==> src/rtl/mc_pwm_dac_pkg.sv <==
// Shared helpers for the multi-channel PWM DAC: code saturation, counter sizing,
// and the window-boundary load-source encoding.
package mc_pwm_dac_pkg;

  localparam int unsigned DEFAULT_CHANNELS = 2;
  localparam int unsigned DEFAULT_CPW      = 1024;

  // Duty values run 0..CYCLES_PER_WINDOW inclusive, so one extra code point is needed.
  localparam int unsigned DEFAULT_DUTY_W   = $clog2(DEFAULT_CPW + 1);

  typedef enum logic [1:0] {
    LOAD_NONE    = 2'd0,
    LOAD_HOLDING = 2'd1,
    LOAD_BYPASS  = 2'd2
  } load_src_e;

  function automatic int unsigned duty_width(input int unsigned cpw);
    return $clog2(cpw + 1);
  endfunction

  // Any code at or above the window length means 100% duty.
  function automatic logic [31:0] clamp_code(input logic [31:0] code, input int unsigned cpw);
    return (code >= cpw) ? cpw : code;
  endfunction

endpackage

==> src/rtl/mc_pwm_dac_channel.sv <==
// One PWM channel: active code register, comparator against the shared window counter,
// registered output. Center-aligned pulses when MC_PWM_DAC_CENTER_ALIGN_EN is defined.
module pwm_dac_channel
  import mc_pwm_dac_pkg::*;
#(
  parameter int unsigned CYCLES_PER_WINDOW = DEFAULT_CPW,
  parameter int unsigned CODE_WIDTH        = $clog2(CYCLES_PER_WINDOW),
  parameter int unsigned CTR_W             = $clog2(CYCLES_PER_WINDOW)
) (
  input  logic                  clk,
  input  logic                  rst,
  input  logic                  load,
  input  logic [CODE_WIDTH-1:0] code,
  input  logic [CTR_W-1:0]      ctr,
  output logic                  pwm
);

  localparam int unsigned DUTY_W = duty_width(CYCLES_PER_WINDOW);

  logic [DUTY_W-1:0] duty_next;
  logic [DUTY_W-1:0] ctr_ext;

  always_comb begin
    duty_next = DUTY_W'(clamp_code(32'(code), CYCLES_PER_WINDOW));
    ctr_ext   = DUTY_W'(ctr);
  end

`ifdef MC_PWM_DAC_CENTER_ALIGN_EN
  logic [DUTY_W-1:0] lo;
  logic [DUTY_W-1:0] hi;
  logic [DUTY_W-1:0] lo_next;
  logic [DUTY_W-1:0] hi_next;

  // An odd remainder rounds lo down, leaving the extra low cycle at the window end.
  always_comb begin
    lo_next = (DUTY_W'(CYCLES_PER_WINDOW) - duty_next) >> 1;
    hi_next = lo_next + duty_next;
  end

  always_ff @(posedge clk) begin
    if (rst) begin
      lo  <= '0;
      hi  <= '0;
      pwm <= 1'b0;
    end else begin
      if (load) begin
        lo <= lo_next;
        hi <= hi_next;
      end
      pwm <= (ctr_ext >= lo) && (ctr_ext < hi);
    end
  end
`else
  logic [DUTY_W-1:0] duty;

  // NOTE: state registers use non-blocking assignments so every channel samples the same ctr value.
  always_ff @(posedge clk) begin
    if (rst) begin
      duty <= '0;
      pwm  <= 1'b0;
    end else begin
      if (load) duty <= duty_next;
      pwm <= (ctr_ext < duty);
    end
  end
`endif

endmodule

==> src/rtl/mc_pwm_dac.sv <==
// Multi-channel PWM DAC top: shared window counter, one-deep holding buffer with
// valid/ready, boundary-only code updates. Optional MC_PWM_DAC_CENTER_ALIGN_EN.
module mc_pwm_dac
  import mc_pwm_dac_pkg::*;
#(
  parameter int unsigned CHANNELS          = DEFAULT_CHANNELS,
  parameter int unsigned CYCLES_PER_WINDOW = DEFAULT_CPW,
  parameter int unsigned CODE_WIDTH        = $clog2(CYCLES_PER_WINDOW)
) (
  input  logic                           clk,
  input  logic                           rst,
  input  logic [CHANNELS*CODE_WIDTH-1:0] sample_data,
  input  logic                           sample_valid,
  output logic                           sample_ready,
  output logic [CHANNELS-1:0]            pwm,
  output logic                           window_start,
  output logic                           underrun
);

  localparam int unsigned      CTR_W    = $clog2(CYCLES_PER_WINDOW);
  localparam logic [CTR_W-1:0] CTR_LAST = CTR_W'(CYCLES_PER_WINDOW - 1);

  logic [CTR_W-1:0]               ctr;
  logic                           boundary;
  logic                           full;
  logic                           accept;
  logic [CHANNELS*CODE_WIDTH-1:0] holding;
  logic [CHANNELS*CODE_WIDTH-1:0] load_data;
  logic                           load;
  load_src_e                      load_src;

  always_comb begin
    boundary     = (ctr == CTR_LAST);
    sample_ready = !full && !rst;
    accept       = sample_valid && sample_ready;
    window_start = !rst && (ctr == '0);

    // A full buffer wins; otherwise a sample arriving exactly on the boundary bypasses it.
    load_src = LOAD_NONE;
    if (boundary) begin
      if (full)              load_src = LOAD_HOLDING;
      else if (sample_valid) load_src = LOAD_BYPASS;
    end

    load      = (load_src != LOAD_NONE);
    load_data = (load_src == LOAD_HOLDING) ? holding : sample_data;
  end

  always_ff @(posedge clk) begin
    if (rst) begin
      ctr <= '0;
    end else if (boundary) begin
      ctr <= '0;
    end else begin
      ctr <= ctr + CTR_W'(1);
    end
  end

  always_ff @(posedge clk) begin
    if (rst) begin
      full     <= 1'b0;
      underrun <= 1'b0;
    end else begin
      underrun <= boundary && !full && !sample_valid;
      if (boundary)    full <= 1'b0;
      else if (accept) full <= 1'b1;
    end
  end

  // NOTE: the holding data is deliberately not reset; full gates every use of it.
  always_ff @(posedge clk) begin
    if (accept && !boundary) holding <= sample_data;
  end

  for (genvar i = 0; i < CHANNELS; i++) begin : g_ch
    pwm_dac_channel #(
      .CYCLES_PER_WINDOW (CYCLES_PER_WINDOW),
      .CODE_WIDTH        (CODE_WIDTH),
      .CTR_W             (CTR_W)
    ) u_ch (
      .clk  (clk),
      .rst  (rst),
      .load (load),
      .code (load_data[i*CODE_WIDTH +: CODE_WIDTH]),
      .ctr  (ctr),
      .pwm  (pwm[i])
    );
  end

endmodule

==> config.mk <==
export PLATFORM = sky130hd
export DESIGN_NAME = mc_pwm_dac
export DESIGN_NICKNAME = d
export VERILOG_FILES = /design/src/rtl/mc_pwm_dac_pkg.sv /design/src/rtl/mc_pwm_dac_channel.sv /design/src/rtl/mc_pwm_dac.sv
export SDC_FILE = /design/constraint.sdc
export NUM_CORES = 1
export LEC_CHECK = 0
export CORE_MARGIN = 5
export CORE_UTILIZATION = 40
export DETAILED_ROUTE_END_ITERATION = 7
export GPL_ROUTABILITY_DRIVEN = 0
export RECOVER_POWER = 50
export SLEW_MARGIN = 10
export SYNTH_ARGS = -nofsm -noshare
export SYNTH_HDL_FRONTEND = slang
export SYNTH_HIERARCHICAL = 1
export SYNTH_SLANG_ARGS = --single-unit
==> constraint.sdc <==
create_clock -name clk -period 4.29 [get_ports clk]
set_input_delay 0.429 -clock clk [delete_from_list [all_inputs] [get_ports clk]]
set_output_delay 0.429 -clock clk [all_outputs]
set_load 0.05 [all_outputs]
# Yosys cells after proc, flatten, opt, wreduce, memory -nomap -nowiden
# Index checks and enable logic that the tools add are counted.
# Widths: inputs -> output; s select.
[classes] n_addsub=1 order_cmp=2 n_eq_ne=2 n_mux=4 n_reduce_logical=13
[op_table] op="$lt 10x10->1" n=2
[op_table] op="$mux 20" n=1
[op_table] op="$add 10x1->10 const B" n=1
[op_table] op="$eq 10x10->1 const B" n=1
[op_table] op="$logic_not 10->1" n=1
[op_table] op="$logic_and 1x1->1" n=6
[op_table] op="$mux 2" n=3
[op_table] op="$logic_not 1->1" n=4
[op_table] op="$eq 2x1->1 const B" n=1
[op_table] op="$reduce_bool 2->1" n=1
[op_table] op="$reduce_or 2->1" n=1
[totals] ff_bits=54 inputBits=23 output_inout_bits=5 elab_cells=30

# Longest topological paths before layout
[logic_depth] depth_word=5 ltp_mapped=7 ltp_nobuf=6

# By module
# Netlist, hierarchy kept.
[by_module_without_submodules] mod="mc_pwm_dac" instances=1 cells_per_inst=112 area_each_um2=1524.0 seq_area_each_um2=840.8
[by_module_without_submodules] mod="pwm_dac_channel" instances=2 cells_per_inst=65 area_each_um2=593.1 seq_area_each_um2=220.2

# Worst setup path before layout
# OpenSTA, ideal clock, no wires.
[synth_path] path_type="reg2reg" from="register ctr[0]" to="register holding[0], enable pin" setup_time_ns=0.427 arrival_ns=2.393 t_required_ns=3.863 slack_ns=1.470 path_stages_with_launch=5 n_path_buf=0 period_less_slack_ns=2.820 cell_sequence="dfxtp_1 -> ha_1 -> nand4_1 -> o31ai_1 -> nor3b_1"
[synth_via] elab_chain_cells=3
[synth_lines] item="from (decl)" line="mc_pwm_dac.sv:23" text="logic [CTR_W-1:0] ctr;"
[synth_lines] item="from (signal assigned)" line="mc_pwm_dac.sv:55" text="ctr <= ctr + CTR_W'(1);"
[synth_lines] item="$eq 10x10->1" line="mc_pwm_dac.sv:33" text="boundary = (ctr == CTR_LAST);"
[synth_lines] item="$logic_not 1->1" line="mc_pwm_dac.sv:72" text="if (accept && !boundary) holding <= sample_data;"
[synth_lines] item="$logic_and 1x1->1" line="mc_pwm_dac.sv:72"
[synth_lines] item="to (signal assigned)" line="mc_pwm_dac.sv:72"
[synth_lines] item="to (decl)" line="mc_pwm_dac.sv:27" text="logic [CHANNELS*CODE_WIDTH-1:0] holding;"
# No other way between the ends.
# A chain may end at the register's enable or synchronous reset.

# Worst setup path after layout
[layout_path] from="input port rst" to="register holding[0], enable pin"
[layout_via] elab_chain_cells=4
[layout_lines] item="from (decl)" line="mc_pwm_dac.sv:11" text="input logic rst,"
[layout_lines] item="$logic_not 1->1" line="mc_pwm_dac.sv:34" text="sample_ready = !full && !rst;"
[layout_lines] item="$logic_and 1x1->1" line="mc_pwm_dac.sv:34"
[layout_lines] item="$logic_and 1x1->1" line="mc_pwm_dac.sv:35" text="accept = sample_valid && sample_ready;"
[layout_lines] item="$logic_and 1x1->1" line="mc_pwm_dac.sv:72"
# No other way between the ends.

==> flow_summary.ini <==
[worst_setup_path]
crit_path_start = rst
endpoint_kind = flip-flop
reg2reg_to = g_ch[0].u_ch/duty[0]$_SDFFE_PP0P_
worstSetupStartpointType = input pin
r2r.worst_path.cells = 6
arrival_ns = 2.80
cp.required_ns = 4.33
r2r-start = ctr[1]$_SDFF_PP0_
path_class = input pin to flip-flop
critical_path.max_fanout = 25
ff2ff_setup_slack_ns = 1.93

[drt]
routed_wl_um = 4630
drtIter0Drc = 77
detail-route-antenna-nets = 0
viasPerCell = 5.11
route.vias.total = 1797
route.detailed.drc = 0
post_drt_wl_per_cell_um = 13.1
dr.pass1.iters = 4

[run]
cap_violations = 0

[synthesis]
yosysWarnings = 6
synth_nets = 285
ys_ff_latch = 54
ys_seq_area_share_pct = 47.3
synthTopCellsByArea = dfxtp_1, edfxtp_1, mux2_4
syn-cell-area_um2 = 2710
syn_inst = 242
syn_area_per_cell_um2 = 11.2
synth_top_area_share_pct = 25.1
yosysTopAreaCell = dfxtp_1
yosysUniqueCellTypes = 36

[global_route]
overflow = 0
met3_usage_pct = 2.84
grtUsageTotal_pct = 11.5
use_met2_pct = 18.2
antenna_found_initial = 0
grtUsageMet1_pct = 15.3
first_global_vias = 1686
grt-busiest-layer = met2
grt_pass1_wl_um = 7790
grt_start_max_net_pins = 26

[pwr]
total_power_uw = 983
p_per_area_nw_per_um2 = 311
static-leakage-power_uw = 0.00123
irDropWorstVdd_v = 0.000131

[clock_tree]
clock_latency_ns = 0.31
post-cts-setup-buffer-count = 0
cts-root-buf = clkbuf_8
tritoncts = done
cts_hold_buf = 0
cts.path.max_buffers = 2
cts.sinks = 54
clkTransAtPathRegs_ns = 0.10
htreeDepth = 2
numCtsBuffers = 5
cts_resized = 0

[die]
die_area_um2 = 8520
coreArea_um2 = 6680
die_h_um = 92.3
rows = 30
initial_core_util_pct = 40.6
die_w_um = 92.3
ioPinCount = 28

[worst_hold_path]
worst_hold_path_type = flip-flop to flip-flop
holdPathStages = 2
min_from = g_ch[0].u_ch/duty[2]$_SDFFE_PP0P_
min_to = g_ch[0].u_ch/duty[2]$_SDFFE_PP0P_

[sta]
relSlewSlack_pct = 25.4
finalSetupTns_ns = 0
worstMarginPinSlew_ns = 1.12
finalCritPeriodShare_pct = 64.4
fmax_ghz = 0.362
setup_violations = 0
clock_skew_ns = 0.0122
hold_viol = 0
rsz0062_at_grt = no
drv_slew = 0
fin_crit_ns = 2.76

[cells_and_area]
layout.nets = 314
fillers = 638
diodes = 0
areaGrowthSynthToFinish_pct = 16.7
drive_gt1_share_pct = 13.2

[place]
place_hpwl_um = 3360
port-buffer-count = 27

[status]
status = finished clean
-- routing by layer --
layer | vias up | part of all wire [%]
met3 | 5 | 3.8
met2 | 21 | 45
met1 | 853 | 50
met5 | - | 0
met4 | 0 | 1.3
li1 | 918 | -
-- registers in the layout, indices dropped and copies added, names as in the netlist --
name,cells
g_ch.u_ch/duty,20
holding,20
ctr,10
g_ch.u_ch/pwm,2
full,1
underrun,1
-- where the power goes --
group,leakage [uW],internal (uW),total (uW),switching (uW)
Combinational,0.000710,43.8,84.2,40.4
Sequential,0.000460,544,553,9.23
Clock,0.0000585,175,345,170
Total,0.00123,763,983,220
-- how the worst max path moves through the flow --
| stage | endpoint | slack (ns) | depth (start not counted) |
|---|---|---|---|
| floorplan | holding[0]$_DFFE_PP_ | 1.47 | 4 |
| global placement | window_start | 1.70 | 4 |
| detailed placement | window_start | 1.69 | 4 |
| CTS | window_start | 1.69 | 4 |
| global route | holding[4]$_DFFE_PP_ | 1.26 | 6 |
| finish | holding[0]$_DFFE_PP_ | 1.53 | 6 |
-- cell usage after synthesis (all sizes together) --
master	number
o21ai	7
nand2b	2
a311oi	1
and2	1
a211oi	3
xor2	1
nor3b	1
or3	2
nand2	3
nor3	5
buf	5
a21oi	9
o31ai	1
and3	3
mux2i	20
nor2b	1
edfxtp	20
dfxtp	34
clkbuf	3
mux2	21
nand3	6
a21o	3
nor2	32
inv	23
xnor2	2
nor4b	1
and4	2
nor4	2
nand4	8
ha	20
-- cells in the final DEF (no fill, tap or decap), types with 2 or more instances in the layout --
cell type	synthesis	routed
dfxtp_1	34	34
nor2_1	32	31
dlygate4sd3_1	0	24
inv_1	23	23
mux2_4	20	20
ha_1	20	20
mux2i_1	20	20
edfxtp_1	20	20
a21oi_1	9	9
nand4_1	7	7
o21ai_0	7	7
nand3_1	6	6
nor3_1	5	5
clkbuf_8	0	5
and3_1	3	3
nand2_1	3	3
a211oi_1	3	3
clkdlybuf4s50_1	0	3
nor4_1	2	2
or3_1	2	2
xnor2_1	2	2
nand2b_1	2	2
a21o_1	2	2
buf_4	2	2
-- metrics by stage --
| stage | worst slack [ns] | instance area (um^2) | hold slack (ns) | utilization, % | std cells |
|---|---|---|---|---|---|
| 2_1_floorplan | 1.47 | 2710 | 0.460 | - | 242 |
| 6_report | 1.53 | 3160 | 0.501 | 47.3 | 352 |
| 5_1_grt | 1.26 | 3160 | 0.528 | 47.3 | 352 |
| 3_5_place_dp | 1.69 | 3060 | 0.481 | 45.7 | 344 |
| 4_1_cts | 1.69 | 3170 | 0.505 | 47.4 | 352 |
| 3_3_place_gp | 1.70 | 3060 | 0.474 | 45.7 | 344 |
-- critical path, cell delays in order --
cell and delay [ns]:
dlygate4sd3_1 0.74, clkbuf_1 0.87, inv_1 0.16, o31ai_1 0.23
nor3b_2 0.11, buf_4 0.26
-- logic make-up (layout without fill, tap and decap cells) --
kind of cell	Yosys count	after routing	synth area share (%)
DFF	54	54	47.3
xor gates and xnor gates	3	3	0.970
muxes	41	41	18.9
AOI/OAI and AO/OA	24	24	5.26
and+or+nand+nor	69	69	13.2
adders and majority gates	20	20	9.23
buffers and inverters	31	61	5.17
-- area by class of cell --
class | count | area, um^2 | area share (%)
Multi-Input combinational cell | 157 | 1290 | 40.9
Sequential cell | 54 | 1280 | 40.5
Timing Repair Buffer | 30 | 289 | 9.14
Tap cell | 80 | 100 | 3.16
Inverter | 23 | 86.3 | 2.73
Clock buffer | 5 | 68.8 | 2.18
Clock inverter | 3 | 43.8 | 1.38
Note: power is estimated with default switching activity, not from simulation.
